[config.mk]
export PLATFORM = sky130hd
export DESIGN_NAME = dvp_capture_ctrl
export DESIGN_NICKNAME = d
export VERILOG_FILES = /design/src/rtl/dvp_pkg.sv /design/src/rtl/dvp_edge_det.sv /design/src/rtl/dvp_capture_ctrl.sv
export SDC_FILE = /design/constraint.sdc
export NUM_CORES = 1
export LEC_CHECK = 0
export CELL_PAD_IN_SITES_DETAIL_PLACEMENT = 1
export CELL_PAD_IN_SITES_GLOBAL_PLACEMENT = 2
export CORE_ASPECT_RATIO = 1.75
export CORE_MARGIN = 2
export CORE_UTILIZATION = 39
export CTS_CLUSTER_DIAMETER = 50
export DETAILED_ROUTE_END_ITERATION = 6
export PLACE_DENSITY = 0.89
export SLEW_MARGIN = 15
export SYNTH_ARGS = -nofsm -noshare
export SYNTH_HDL_FRONTEND = slang
export SYNTH_HIERARCHICAL = 1
export SYNTH_SLANG_ARGS = --single-unit
[constraint.sdc]
create_clock -name xclk -period 9 [get_ports xclk]
set_clock_uncertainty 0.1 [all_clocks]
set_input_delay 1.8 -clock xclk [delete_from_list [all_inputs] [get_ports xclk]]
set_output_delay 1.8 -clock xclk [all_outputs]
set_load 0.005 [all_outputs]
[src/rtl/dvp_pkg.sv]
// Shared types for the DVP capture path: capture FSM encoding, default
// coordinate width and the Bayer phase enum used by the timing generator.
package dvp_pkg;

    localparam int CW_DEFAULT = 16;

    typedef enum logic [1:0] {
        IDLE = 2'd0,
        ARM  = 2'd1,
        CAPT = 2'd2
    } cap_state_e;

    typedef enum logic [1:0] {
        BAYER_RGGB = 2'd0,
        BAYER_BGGR = 2'd1,
        BAYER_GRBG = 2'd2,
        BAYER_GBRG = 2'd3
    } bayer_e;

endpackage

[src/rtl/dvp_edge_det.sv]
// Registers a DVP control line and flags its transitions into and out of the
// active level POL, all aligned with the registered level.
module dvp_edge_det #(
    parameter logic POL = 1'b1
) (
    input  logic xclk,
    input  logic reset_n,
    input  logic din,
    output logic level,
    output logic rise,
    output logic fall
);

    logic cur_reg;
    logic prev_reg;

    // Both stages reset to the inactive level so no edge is seen out of reset.
    always_ff @(posedge xclk or negedge reset_n) begin
        if (!reset_n) begin
            cur_reg  <= ~POL;
            prev_reg <= ~POL;
        end else begin
            cur_reg  <= din;
            prev_reg <= cur_reg;
        end
    end

    assign level = (cur_reg == POL);
    assign rise  = (cur_reg == POL) && (prev_reg != POL);
    assign fall  = (cur_reg != POL) && (prev_reg == POL);

endmodule

[src/rtl/dvp_capture_ctrl.sv]
// Frame-capture sequencer: arms on command, aligns to vsync, crops a window
// out of the DVP raw stream and tags it with SOF/EOL/EOF markers.
module dvp_capture_ctrl
    import dvp_pkg::*;
#(
    parameter int   BITS  = 8,
    parameter logic V_POL = 1'b1,
    parameter int   CW    = CW_DEFAULT
) (
    input  logic            xclk,
    input  logic            reset_n,
    input  logic            cfg_start,
    input  logic            cfg_stop,
    input  logic            cfg_continuous,
    input  logic [CW-1:0]   cfg_crop_x,
    input  logic [CW-1:0]   cfg_crop_y,
    input  logic [CW-1:0]   cfg_crop_w,
    input  logic [CW-1:0]   cfg_crop_h,
    input  logic            in_vsync,
    input  logic            in_href,
    input  logic [BITS-1:0] in_raw,
    output logic            out_valid,
    output logic [BITS-1:0] out_data,
    output logic            out_sof,
    output logic            out_eol,
    output logic            out_eof,
    output logic            busy,
    output logic            frame_done,
    output logic [CW-1:0]   frame_cnt,
    output logic            err_short
);

    logic vs_lvl, vs_act, vs_deact;
    logic href_lvl, href_rise, href_fall;

    dvp_edge_det #(.POL(V_POL)) u_vs_det (
        .xclk(xclk), .reset_n(reset_n), .din(in_vsync),
        .level(vs_lvl), .rise(vs_act), .fall(vs_deact)
    );

    dvp_edge_det #(.POL(1'b1)) u_href_det (
        .xclk(xclk), .reset_n(reset_n), .din(in_href),
        .level(href_lvl), .rise(href_rise), .fall(href_fall)
    );

    cap_state_e    state_reg, state_next;
    logic          stop_pend_reg, stop_pend_next;
    logic [CW-1:0] cx_reg, cx_next, cy_reg, cy_next, cw_reg, cw_next, ch_reg, ch_next;
    logic [CW-1:0] line_reg, line_next, pix_reg, pix_next;
    logic [CW-1:0] lines_full_reg, lines_full_next;
    logic          line_eol_reg, line_eol_next;
    logic [BITS-1:0] raw_reg;
    logic            ov_reg, ov_next, sof_reg, sof_next, eol_reg, eol_next, eof_reg, eof_next;
    logic [BITS-1:0] od_reg, od_next;
    logic          fd_reg, fd_next;
    logic [CW-1:0] fc_reg, fc_next;
    logic          err_reg, err_next;

    // Window bounds are one bit wider so x+w / y+h never wrap.
    logic [CW:0]   x_end, y_end;
    logic [CW-1:0] pix_cur;
    logic          line_act, row_in, col_in, in_win, is_sof, is_eol, is_eof;

    assign x_end    = {1'b0, cx_reg} + {1'b0, cw_reg};
    assign y_end    = {1'b0, cy_reg} + {1'b0, ch_reg};
    assign pix_cur  = href_rise ? '0 : pix_reg;
    // Line activity inside the vsync pulse is not part of the picture.
    assign line_act = href_lvl && !vs_lvl;
    assign row_in   = (line_reg >= cy_reg) && ({1'b0, line_reg} < y_end);
    assign col_in   = (pix_cur >= cx_reg) && ({1'b0, pix_cur} < x_end);
    assign in_win   = (state_reg == CAPT) && line_act && row_in && col_in;
    assign is_sof   = in_win && (line_reg == cy_reg) && (pix_cur == cx_reg);
    assign is_eol   = in_win && ({1'b0, pix_cur} == x_end - 1'b1);
    assign is_eof   = is_eol && ({1'b0, line_reg} == y_end - 1'b1);

    always_comb begin
        state_next      = state_reg;
        stop_pend_next  = stop_pend_reg;
        cx_next         = cx_reg;
        cy_next         = cy_reg;
        cw_next         = cw_reg;
        ch_next         = ch_reg;
        line_next       = line_reg;
        pix_next        = pix_reg;
        lines_full_next = lines_full_reg;
        line_eol_next   = line_eol_reg;
        fd_next         = 1'b0;
        fc_next         = fc_reg;
        err_next        = err_reg;
        ov_next         = in_win;
        od_next         = in_win ? raw_reg : '0;
        sof_next        = is_sof;
        eol_next        = is_eol;
        eof_next        = is_eof;

        case (state_reg)
            IDLE: begin
                if (cfg_start) begin
                    state_next     = ARM;
                    err_next       = 1'b0;
                    stop_pend_next = 1'b0;
                end
            end
            ARM: begin
                if (cfg_stop) begin
                    state_next = IDLE;
                end else if (vs_act) begin
                    state_next = CAPT;
                end
            end
            CAPT: begin
                if (cfg_stop) stop_pend_next = 1'b1;
                if (line_act) pix_next = pix_cur + 1'b1;
                if (is_eol) begin
                    lines_full_next = lines_full_reg + 1'b1;
                    line_eol_next   = 1'b1;
                end
                if (href_fall && !vs_lvl) begin
                    if (row_in && (cw_reg != '0) && !line_eol_reg) err_next = 1'b1;
                    line_next     = line_reg + 1'b1;
                    line_eol_next = 1'b0;
                end
                if (vs_act) begin
                    fd_next = 1'b1;
                    fc_next = fc_reg + 1'b1;
                    if ((cw_reg != '0) && (ch_reg != '0) && (lines_full_reg < ch_reg))
                        err_next = 1'b1;
                    if (stop_pend_reg || cfg_stop || !cfg_continuous) begin
                        state_next     = IDLE;
                        stop_pend_next = 1'b0;
                    end
                end
                if (vs_deact) begin
                    line_next       = '0;
                    lines_full_next = '0;
                    line_eol_next   = 1'b0;
                end
            end
            default: state_next = IDLE;
        endcase

        // A vsync that opens a frame (from ARM or back-to-back) relatches the window.
        if (vs_act && state_next == CAPT) begin
            cx_next         = cfg_crop_x;
            cy_next         = cfg_crop_y;
            cw_next         = cfg_crop_w;
            ch_next         = cfg_crop_h;
            line_next       = '0;
            pix_next        = '0;
            lines_full_next = '0;
            line_eol_next   = 1'b0;
        end
    end

    always_ff @(posedge xclk or negedge reset_n) begin
        if (!reset_n) begin
            state_reg      <= IDLE;
            stop_pend_reg  <= 1'b0;
            cx_reg         <= '0;
            cy_reg         <= '0;
            cw_reg         <= '0;
            ch_reg         <= '0;
            line_reg       <= '0;
            pix_reg        <= '0;
            lines_full_reg <= '0;
            line_eol_reg   <= 1'b0;
            raw_reg        <= '0;
            ov_reg         <= 1'b0;
            od_reg         <= '0;
            sof_reg        <= 1'b0;
            eol_reg        <= 1'b0;
            eof_reg        <= 1'b0;
            fd_reg         <= 1'b0;
            fc_reg         <= '0;
            err_reg        <= 1'b0;
        end else begin
            state_reg      <= state_next;
            stop_pend_reg  <= stop_pend_next;
            cx_reg         <= cx_next;
            cy_reg         <= cy_next;
            cw_reg         <= cw_next;
            ch_reg         <= ch_next;
            line_reg       <= line_next;
            pix_reg        <= pix_next;
            lines_full_reg <= lines_full_next;
            line_eol_reg   <= line_eol_next;
            raw_reg        <= in_raw;
            ov_reg         <= ov_next;
            od_reg         <= od_next;
            sof_reg        <= sof_next;
            eol_reg        <= eol_next;
            eof_reg        <= eof_next;
            fd_reg         <= fd_next;
            fc_reg         <= fc_next;
            err_reg        <= err_next;
        end
    end

    assign out_valid  = ov_reg;
    assign out_data   = od_reg;
    assign out_sof    = sof_reg;
    assign out_eol    = eol_reg;
    assign out_eof    = eof_reg;
    assign busy       = (state_reg != IDLE);
    assign frame_done = fd_reg;
    assign frame_cnt  = fc_reg;
    assign err_short  = err_reg;

endmodule

==> results.yml <==
cells_and_area:
  diodes: 0
  drive_gt1_share_pct: 5.80
  finalNetCount: 1649
  utilization_pct: 46.0
  syn2layout_area_growth_pct: 16.8
  n_fill_cell: 3526
  final_area_um2: 13800
yosys:
  synth_largest_area_cell: "dfrtp_1"
  synth_common_cells: "170 x nand2_1, 158 x dfrtp_1, 116 x o21ai_0, 115 x ha_1, 103 x inv_1"
  synth-edff-count: 0
  async_flop_share_pct: 100
  ys_ff_latch: 158
  synth-seq-area-share_pct: 33.5
  ys_types: 98
  synth_top_area_share_pct: 33.5
  avgSynthCellArea_um2: 8.61
  ys_warn_count: 6
  synthFlopType: "dfrtp_1"
  yosys-top-cells-area: "dfrtp_1 34%, ha_1 12%, nand2_1 5.4%"
  synth_nets: 1565
  synth_area_um2: 11800
  synthCells: 1369
  synth_most_common_cell: "nand2_1"
timing:
  fin_crit_ns: 5.18
  fin_crit_sh_pct: 57.6
  tightestPinTransition_ns: 1.09
  drv_slew: 0
  rsz0062_at_grt: "false"
  fin_setup_tns_ns: 0
  slew_headroom_pct: 27.6
  hold_viol_final: 0
  final-setup-viol-count: 0
  timing.fmax_mhz: 193
  timing.final.ws_setup_ns: 3.82
routing:
  drt-vias-per-instance: 5.74
  detail_route.wirelength_mm: 37.5
  drtAntennaViolNets: 0
  num_vias: 10600
  drcViolationCount: 0
  wl_per_cell_um: 20.2
  drt_iter0_drc: 410
  dr.pass1.iters: 5
cts:
  cts_resized: 0
  worstSkewPairLatency_ns: 0.45
  cts_hold_buf: 0
  cts_tree: "yes"
  cts_setup_buffers: 0
  cts.sinks: 158
  clockRootBuffer: "clkbuf_16"
  cts.clk_slew.worst_paths_ns: 0.07
  clockBufferDepth: 2
  cts-htree-levels: 4
  numCtsBuffers: 17
worst_hold_path:
  hold_depth: 0
  hp-start: "u_href_det/level"
  hold_class: "reg2reg"
  hold_end: "u_href_det/prev_reg"
outcome:
  status: "complete, no violations"
critical_path:
  worstPathMaxFanout: 11
  worstSetupPathType: "reg2reg"
  cpLargestDelayFamily: "compound AO/OA/AOI/OAI gates"
  arrival_ns: 5.43
  crit_buf_inv: 2
  worstSetupStartpointType: "flip-flop"
  cp_cell_sequence: "ha_1, fa_1, a21oi_1, o211ai_1, nand3_1, and2_1, inv_1, a21oi_1, xor2_1, ha_1, a211o_1, a2111oi_0, or3_2, nand4_1, inv_1, nand4b_1, a2111oi_2"
  rrSetupSlack_ns: 3.82
  r2r-start: "cy_reg[0]"
  slowest_stage: "xor2_1"
  end_kind: "flip-flop"
  rr_endpoint: "out_eof"
  critical_path_required_ns: 9.24
  reg2regPathDepth: 17
  crit_path_max_incr_delay_ns: 0.54
placement:
  pre_cts_slack_ns: 3.90
  hpwlAfterDp_mm: 29.7
  place.gp.congestion: 0.865
  dpl_cell_area_um2: 13200
  port_buffers: 109
power_and_ir_drop:
  powerDensity_nw_per_um2: 378
  p_leak_uw: 0.00637
  vdd.ir_drop.worst_v: 0.000204
  finalPower_uw: 5200
floorplan:
  die_x_um: 135
  die_h_um: 234
  coreArea_um2: 30000
  initial_core_util_pct: 39.4
  ios: 110
  rows: 84
  die-area_um2: 31700
grt:
  antenna_found_initial: 1
  overflow: 0
  grt_max_degree: 114
  grt_pass1_wl_mm: 60.1
  track_usage_pct: 24.4
  grt_pass1_vias: 11600
job:
  maxCapViolations: 0
-- how the worst max path moves through the flow --
stage,from,end,slack [ns],cells after the start
2_1_floorplan,cy_reg[0],lines_full_reg[15],4.77,18
3_3_place_gp,cfg_continuous,lines_full_reg[15],4.02,7
3_5_place_dp,ch_reg[0],out_eof,3.90,17
4_1_cts,ch_reg[0],out_eof,3.84,17
5_1_grt,cy_reg[0],out_eof,3.46,17
6_report,cy_reg[0],out_eof,3.82,17
-- final cells by class --
type,instances,area [um2],share of cell area (%)
Multi-Input combinational cell,1057,7200,52.3
Clock buffer,19,443,3.22
Timing Repair Buffer,114,1130,8.21
Sequential cell,158,3950,28.7
Clock inverter,13,164,1.19
Tap cell,387,484,3.52
Inverter,105,394,2.86
-- metal layers --
layer | vias to the layer above | wire length, um | GRT usage [%]
met4 | 2 | 1820 | 12.6
met5 | - | 13 | 0
li1 | 5084 | - | -
met1 | 5337 | 13200 | 23.5
met3 | 81 | 650 | 3.03
met2 | 133 | 21800 | 49.4
-- per-stage QoR --
| step | std cells | hold slack, ns |
|---|---|---|
| floorplan | 1369 | 0.293 |
| finish | 1853 | 0.340 |
| CTS | 1853 | 0.343 |
| global route | 1853 | 0.358 |
| global placement | 1821 | 0.329 |
| detailed placement | 1821 | 0.330 |
-- worst register-to-register path: stages (launching register included) --
cell and delay (ns):
dfrtp_1 0.41, ha_1 0.27, fa_1 0.44, a21oi_1 0.19
o211ai_1 0.14, nand3_1 0.18, and2_1 0.18, inv_1 0.06
a21oi_1 0.17, xor2_1 0.54, ha_1 0.37, a211o_1 0.30
a2111oi_0 0.36, or3_2 0.21, nand4_1 0.18, inv_1 0.35
nand4b_1 0.32, a2111oi_2 0.30
-- placed cells by master, fill, tap and decap left out, types with 11 or more instances in the layout --
master and count:
a21o_1 38, a21oi_1 63, a31oi_1 12, a41oi_1 11, and2_1 14, and3_1 32, clkbuf_16 17, clkdlybuf4s50_1 108
dfrtp_1 158, ha_1 115, inv_1 103, nand2_1 170, nand2b_1 12, nand3_1 38, nand4_1 28, nor2_1 76
nor2b_1 19, nor3_1 25, nor4_1 16, o211ai_1 12, o21ai_0 116, or3_1 12, xnor2_1 49, xor2_1 19
-- power breakdown --
group | leakage [uW] | switching [uW] | internal [uW]
registers | 0.00199 | 165 | 879
clock network | 0.000282 | 324 | 444
logic | 0.00410 | 2080 | 1310
total | 0.00637 | 2570 | 2640
-- cells by family after synthesis --
| family | Yosys count | synth area share, % |
|---|---|---|
| adders and majority gates | 117 | 12.5 |
| muxes | 6 | 0.531 |
| AOI/OAI and AO/OA | 359 | 20.1 |
| and+or+nand+nor | 502 | 21.9 |
| DFF | 158 | 33.5 |
| buffers and inverters | 154 | 5.43 |
| xor gates and xnor gates | 73 | 6.00 |
(Power assumes the default switching activity.)
